===== config.mk =====
export PLATFORM = sky130hd
export DESIGN_NAME = pattern_tx_flat
export DESIGN_NICKNAME = d
export VERILOG_FILES = /design/src/rtl/pattern_tx_pkg.sv /design/src/rtl/pattern_tx_if.sv /design/src/rtl/pattern_tx_cnt.sv /design/src/rtl/pattern_tx.sv /design/src/flat_wrapper.sv
export SDC_FILE = /design/constraint.sdc
export NUM_CORES = 1
export LEC_CHECK = 0
export CAP_MARGIN = 20
export CORE_MARGIN = 3
export CORE_UTILIZATION = 58
export CTS_BUF_LIST = sky130_fd_sc_hd__clkbuf_16
export DETAILED_ROUTE_END_ITERATION = 6
export MAX_ROUTING_LAYER = met4
export PLACE_DENSITY = 0.84
export SLEW_MARGIN = 10
export SYNTH_ARGS = -nofsm -noshare
export SYNTH_HDL_FRONTEND = slang
export SYNTH_HIERARCHICAL = 1
export SYNTH_SLANG_ARGS = --single-unit

===== constraint.sdc =====
create_clock -name clk -period 5.36 [get_ports clk]
set_input_delay 0.804 -clock clk [delete_from_list [all_inputs] [get_ports clk]]
set_output_delay 0.804 -clock clk [all_outputs]
set_load 0.1 [all_outputs]

===== src/rtl/pattern_tx_pkg.sv =====
// pattern_tx_pkg: shared state encoding and default sizing for the serial pattern transmitter
package pattern_tx_pkg;
  localparam int DEF_WIDTH = 8;
  localparam int DEF_CNT_W = 4;
  localparam int DEF_GAP = 1;
  typedef enum logic [2:0] {IDLE, SHIFT, PARITY, GAP, DONE} state_t;
endpackage


===== src/rtl/pattern_tx_if.sv =====
// pattern_tx_if: request handshake plus serial output bundle of pattern_tx
// master drives in_valid/in_data/in_len/in_reps; slave drives in_ready/x/x_valid/done
interface pattern_tx_if
  import pattern_tx_pkg::*;
#(
  parameter int WIDTH = DEF_WIDTH,
  parameter int LEN_W = $clog2(WIDTH) + 1,
  parameter int CNT_W = DEF_CNT_W
);
  logic in_valid;
  logic in_ready;
  logic [WIDTH-1:0] in_data;
  logic [LEN_W-1:0] in_len;
  logic [CNT_W-1:0] in_reps;
  logic x;
  logic x_valid;
  logic done;
  modport master (output in_valid, in_data, in_len, in_reps, input in_ready, x, x_valid, done);
  modport slave (input in_valid, in_data, in_len, in_reps, output in_ready, x, x_valid, done);
endinterface


===== src/rtl/pattern_tx_cnt.sv =====
// pattern_tx_cnt: loadable down-counter that saturates at zero and flags the terminal value
// ports: clk, rst_n (sync active-low), load/val reload, dec step, q count, tc (q == 0)
module pattern_tx_cnt #(
  parameter int W = 4
) (
  input  logic         clk,
  input  logic         rst_n,
  input  logic         load,
  input  logic         dec,
  input  logic [W-1:0] val,
  output logic [W-1:0] q,
  output logic         tc
);
  always_ff @(posedge clk)
    q <= !rst_n ? '0 : load ? val : (dec && !tc) ? q - 1'b1 : q;
  assign tc = q == '0;
endmodule


===== src/rtl/pattern_tx.sv =====
// pattern_tx: bit-serial pattern transmitter, MSB-first frames repeated with idle gaps
// ports: clk, rst_n (sync active-low), bus (pattern_tx_if.slave: in_valid/in_ready/in_data/
//   in_len/in_reps request, x/x_valid serial output, done completion pulse)
// PATTERN_TX_PARITY_EN appends an even-parity bit after every frame
module pattern_tx #(
  parameter int WIDTH = pattern_tx_pkg::DEF_WIDTH,
  parameter int LEN_W = $clog2(WIDTH) + 1,
  parameter int CNT_W = pattern_tx_pkg::DEF_CNT_W,
  parameter int GAP = pattern_tx_pkg::DEF_GAP
) (
  input logic clk,
  input logic rst_n,
  pattern_tx_if.slave bus
);
  import pattern_tx_pkg::*;
  localparam int GAP_W = $clog2(GAP + 2);
  state_t state_q, state_d;
  logic [WIDTH-1:0] dat_q, sh;
  logic [LEN_W-1:0] len_q, len_c, bit_q, nidx;
  logic [CNT_W-1:0] frm_unused;
  logic [GAP_W-1:0] gap_q, gap_d;
  logic acc, start, fend, degen, bit_dec, frm_dec, bit_tc, frm_tc, x_d, xv_d;
  assign len_c = (bus.in_len > LEN_W'(WIDTH)) ? '0 : bus.in_len;
  assign degen = len_c == '0 || bus.in_reps == '0;
`ifdef PATTERN_TX_PARITY_EN
  logic par_q;
  assign fend = state_q == PARITY;
`else
  assign fend = state_q == SHIFT && bit_tc;
`endif
  always_comb begin
    state_d = state_q;
    acc = 1'b0;
    start = 1'b0;
    bit_dec = 1'b0;
    frm_dec = 1'b0;
    gap_d = gap_q;
    case (state_q)
      IDLE: if (bus.in_valid) begin
        acc = 1'b1;
        start = !degen;
        state_d = degen ? DONE : SHIFT;
      end
      SHIFT: begin
        bit_dec = !bit_tc;
`ifdef PATTERN_TX_PARITY_EN
        if (bit_tc) state_d = PARITY;
`endif
      end
`ifdef PATTERN_TX_PARITY_EN
      PARITY: state_d = PARITY;
`endif
      pattern_tx_pkg::GAP: if (gap_q == '0) begin
        start = 1'b1;
        state_d = SHIFT;
      end else gap_d = gap_q - 1'b1;
      DONE: state_d = IDLE;
      default: state_d = IDLE;
    endcase
    // frame boundary: finish, idle gap, or reload the bit index for a back-to-back frame
    if (fend) begin
      if (frm_tc) state_d = DONE;
      else begin
        frm_dec = 1'b1;
        if (GAP > 0) begin
          state_d = pattern_tx_pkg::GAP;
          gap_d = GAP_W'(GAP - 1);
        end else begin
          start = 1'b1;
          state_d = SHIFT;
        end
      end
    end
    nidx = (start ? (acc ? len_c : len_q) : bit_q) - 1'b1;
    sh = (acc ? bus.in_data : dat_q) >> nidx;
`ifdef PATTERN_TX_PARITY_EN
    x_d = state_d == SHIFT ? sh[0] : state_d == PARITY && par_q;
    xv_d = state_d == SHIFT || state_d == PARITY;
`else
    x_d = state_d == SHIFT && sh[0];
    xv_d = state_d == SHIFT;
`endif
  end
  pattern_tx_cnt #(.W(LEN_W)) u_bit (
    .clk(clk), .rst_n(rst_n), .load(start), .dec(bit_dec), .val(nidx), .q(bit_q), .tc(bit_tc)
  );
  pattern_tx_cnt #(.W(CNT_W)) u_frm (
    .clk(clk), .rst_n(rst_n), .load(acc), .dec(frm_dec), .val(bus.in_reps - 1'b1),
    .q(frm_unused), .tc(frm_tc)
  );
  always_ff @(posedge clk) begin
    if (!rst_n) begin
      state_q <= IDLE;
      gap_q <= '0;
      bus.x <= 1'b0;
      bus.x_valid <= 1'b0;
      bus.done <= 1'b0;
      bus.in_ready <= 1'b1;
    end else begin
      state_q <= state_d;
      gap_q <= gap_d;
      bus.x <= x_d;
      bus.x_valid <= xv_d;
      bus.done <= state_d == DONE;
      bus.in_ready <= state_d == IDLE;
    end
  end
  always_ff @(posedge clk) begin
    if (acc) begin
      dat_q <= bus.in_data;
      len_q <= len_c;
`ifdef PATTERN_TX_PARITY_EN
      par_q <= ^(bus.in_data & ~({WIDTH{1'b1}} << len_c));
`endif
    end
  end
endmodule

===== src/flat_wrapper.sv =====
// flat-port wrapper written by rule: the top's interface ports become plain ports
module pattern_tx_flat import pattern_tx_pkg::*;
#(
  parameter int WIDTH = pattern_tx_pkg::DEF_WIDTH,
  parameter int LEN_W = $clog2(WIDTH) + 1,
  parameter int CNT_W = pattern_tx_pkg::DEF_CNT_W,
  parameter int GAP = pattern_tx_pkg::DEF_GAP
)
  (clk, rst_n, bus_in_valid, bus_in_data, bus_in_len, bus_in_reps, bus_in_ready, bus_x, bus_x_valid, bus_done);
  pattern_tx_if #(.WIDTH(WIDTH), .LEN_W(LEN_W), .CNT_W(CNT_W)) bus_i ();
  input logic clk;
  input logic rst_n;
  input wire logic [$bits(bus_i.in_valid)-1:0] bus_in_valid;
  input wire logic [$bits(bus_i.in_data)-1:0] bus_in_data;
  input wire logic [$bits(bus_i.in_len)-1:0] bus_in_len;
  input wire logic [$bits(bus_i.in_reps)-1:0] bus_in_reps;
  output wire logic [$bits(bus_i.in_ready)-1:0] bus_in_ready;
  output wire logic [$bits(bus_i.x)-1:0] bus_x;
  output wire logic [$bits(bus_i.x_valid)-1:0] bus_x_valid;
  output wire logic [$bits(bus_i.done)-1:0] bus_done;
  assign bus_i.in_valid = bus_in_valid;
  assign bus_i.in_data = bus_in_data;
  assign bus_i.in_len = bus_in_len;
  assign bus_i.in_reps = bus_in_reps;
  assign bus_in_ready = bus_i.in_ready;
  assign bus_x = bus_i.x;
  assign bus_x_valid = bus_i.x_valid;
  assign bus_done = bus_i.done;
  pattern_tx #(.WIDTH(WIDTH), .LEN_W(LEN_W), .CNT_W(CNT_W), .GAP(GAP)) u_core (.clk(clk), .rst_n(rst_n), .bus(bus_i));
endmodule

==> metrics.txt <==
status completed; I/O pins 23; setup slack, reg-to-reg 2.17 ns; insertion delay to the later sink of the worst-skew pair 0.27 ns; setup TNS 0 ns; Sequential Power Share 35.3%; GR Overflow Total 0; Root Driver clkbuf_16; ratio of cells with drive above 1 in the final layout 12.6%; fin area 2000 um^2; die height 58.9 um; Slew HR 35.3%; Net Count, Synth 218; CP Launch Type input port; dpl hpwl 2.79 mm; vias in the first global route 1448; clock network fraction of total power 32.4%; fin util 77.9%; number of post-CTS setup repair buffers 0; share of flip-flops with an asynchronous set or reset 0%; Slew Viols, Final 0; port buffer count 22; vias post-DR 1512; # diodes 0; syn avg cell area 8.33 um^2; die width 58.9 um; CORE AREA 2570 um^2; nets 245; DR DRC count 0; global-route wire length before repair 6.32 mm; CTS max path bufs 2; switch share 32.9%; sw power 0.253 mW; final setup fails 0; Combinational Power Share 32.3%; Static Leakage 0.837 nW; Yosys cell types 49; initial antenna violation count 0; Netlist Area Pre-Place 1630 um^2; final wirelength 3.80 mm; Peak VDD IR 0.000335 V; min Tclk post-route 3.76 ns; # hold bufs at CTS 0; Post-Layout Cell Count 252; Hold WC Path Type flip-flop to flip-flop; Overall Global Routing Usage 25.5%; Area Growth Syn to Fin 23.1%; Fin Hold WS 0.462 ns; GPL Wtd Cong 0.846; total CTS buffers 5; RSZ-0062 raised after global routing false; placed cell area 1870 um^2; clk_skew 0.00586 ns; Setup CP Type input port to flip-flop; FF+latch count, synth 29; Ys Warns 6; clock-pin slew on the worst setup and hold paths 0.05 ns; remaining antenna violation count 0; Pre-antenna DRT Iters 4; largest net degree at the start of global routing 17; clock sinks 29; critical path required time 5.57 ns; vias per cell 6.00; Die Area 3470 um^2; Site Rows 18; max cap viols 0; Starting Density 63.3%; H-tree depth 2; Worst-Margin Slew 0.968 ns; CTS tree done; f_max 0.266 GHz; final hold vios 0; power density cells 384 nW/um^2; internal power 0.516 mW; placed cell count 245; Routed wire per std cell 15.1 um; post_cts resized 0; EDFF count, synth 0; ys flop type dfxtp_1; element type at the critical path end flip-flop; Worst Path Max Fanout 15; synthesized instance count 195; Worst EP arrival 3.97 ns; part of the cycle the worst path needs 70.2%; drt first-iter violations 67; sequential share of the synthesized area 35.7%
==> synthesized netlist by cell type, types with 2 or more instances <==
| cell type | count | area share (%) |
|---|---|---|
| o2111ai_1 | 2 | 1.1 |
| dfxtp_1 | 29 | 36 |
| mux2_2 | 4 | 2.8 |
| nand3b_1 | 3 | 1.4 |
| ha_1 | 4 | 3.1 |
| nor2_1 | 24 | 5.5 |
| or4_1 | 2 | 0.92 |
| xor2_1 | 4 | 2.2 |
| inv_1 | 20 | 4.6 |
| mux2i_1 | 3 | 1.8 |
| nor2b_1 | 3 | 1.2 |
| nor4b_2 | 2 | 1.8 |
| nand2_1 | 24 | 5.5 |
| a211o_1 | 2 | 1.1 |
| nand2b_1 | 2 | 0.77 |
| a21oi_1 | 8 | 2.5 |
| clkinv_2 | 2 | 0.62 |
| a311oi_2 | 2 | 1.8 |
| nor3_1 | 7 | 2.2 |
| and4b_2 | 2 | 1.4 |
| o21ai_0 | 8 | 2.5 |
| or3_1 | 2 | 0.77 |
| o21ai_2 | 2 | 1.1 |
| or3b_4 | 2 | 1.4 |
| nand3_1 | 6 | 1.8 |
| nand4_1 | 2 | 0.77 |
| nor3b_1 | 2 | 0.92 |
==> critical path, cell delays in order <==
cell	delay [ns]
clkdlybuf4s50_1	0.45
or4b_4	0.58
inv_2	0.27
nand2b_1	0.12
o32ai_1	0.33
nor2_1	0.14
inv_1	0.10
ha_1	0.28
inv_1	0.15
nor2_1	0.06
or4_1	0.39
o31ai_1	0.08
o2111a_1	0.20
==> layout make-up <==
| type | instances | area [um^2] |
|---|---|---|
| well taps | 30 | 37.5 |
| inverters | 23 | 88.8 |
| multi-input cells | 141 | 941 |
| clock buffers | 5 | 125 |
| repair buffers | 22 | 220 |
| clock inverters | 2 | 7.51 |
| fillers | 185 | 567 |
| flip-flops and latches | 29 | 581 |
==> cells by family after synthesis <==
| kind of cell | synth area share, % |
|---|---|
| and+or+nand+nor | 30.7 |
| adders and majority gates | 3.08 |
| DFF | 35.7 |
| xor gates and xnor gates | 2.69 |
| muxes | 5.54 |
| AOI/OAI and AO/OA | 15.9 |
| buffers and inverters | 6.39 |
==> path summary, 6_finish.rpt <==
check,to,cells past startpoint,startpoint
min,u_core/dat_q[0],2,u_core/dat_q[0]
min reg2reg,u_core/dat_q[0],2,u_core/dat_q[0]
max,u_core/bus.x,13,bus_in_valid
max reg2reg,u_core/bus.x,12,u_core/state_q[1]
==> metal layers <==
layer  wire length (um)  part of all wire [%]  GRT usage (%)
met1               1600                    42           26.6
met2               1950                    51           42.9
met3                181                   4.8           7.46
met4                 71                   1.9           13.9
met5                  0                     0              -
==> power groups by stage <==
stage	clock, mW	sequential (mW)	combinational [mW]
floorplan	0	0.294	0.163
global placement	0	0.274	0.236
detailed placement	0	0.275	0.243
CTS	0.255	0.271	0.247
global route	0.265	0.276	0.271
finish	0.249	0.271	0.248
==> flip-flops by register name (all words and copies together) (netlist names), 2 cells and up <==
name / cells
u_core/dat_q: 8
u_core/u_bit/q: 4
u_core/len_q: 4
u_core/u_frm/q: 4
u_core/gap_q: 2
u_core/state_q: 3
==> layout by cell type (no fill, tap or decap), types with 2 or more instances in the layout <==
cell             synthesis  layout
dfxtp_1                 29      29
nor3_1                   7       7
mux2i_1                  3       3
and4b_2                  2       2
a311oi_2                 2       2
or4_1                    2       2
nand2b_1                 2       2
xor2_1                   4       4
inv_1                   20      21
nand2_1                 24      24
nand4_1                  2       2
a21oi_1                  8       8
o21ai_0                  8       8
nor4b_2                  2       2
clkdlybuf4s50_1          0      22
or3b_4                   2       2
ha_1                     4       4
o2111ai_1                2       2
clkbuf_16                0       5
nand3b_1                 3       3
o21ai_2                  2       2
or3_1                    2       2
clkinv_2                 2       2
a211o_1                  2       2
nor2b_1                  3       3
nor3b_1                  2       2
nor2_1                  24      24
mux2_2                   4       4
nand3_1                  6       6
==> stage by stage <==
step | worst slack [ns] | power, mW
3_3_place_gp | 1.45 | 0.510
5_1_grt | 1.37 | 0.812
3_5_place_dp | 1.38 | 0.518
4_1_cts | 1.61 | 0.773
2_1_floorplan | 2.08 | 0.457
6_report | 1.60 | 0.769
Power figures use the tool's default switching activity.
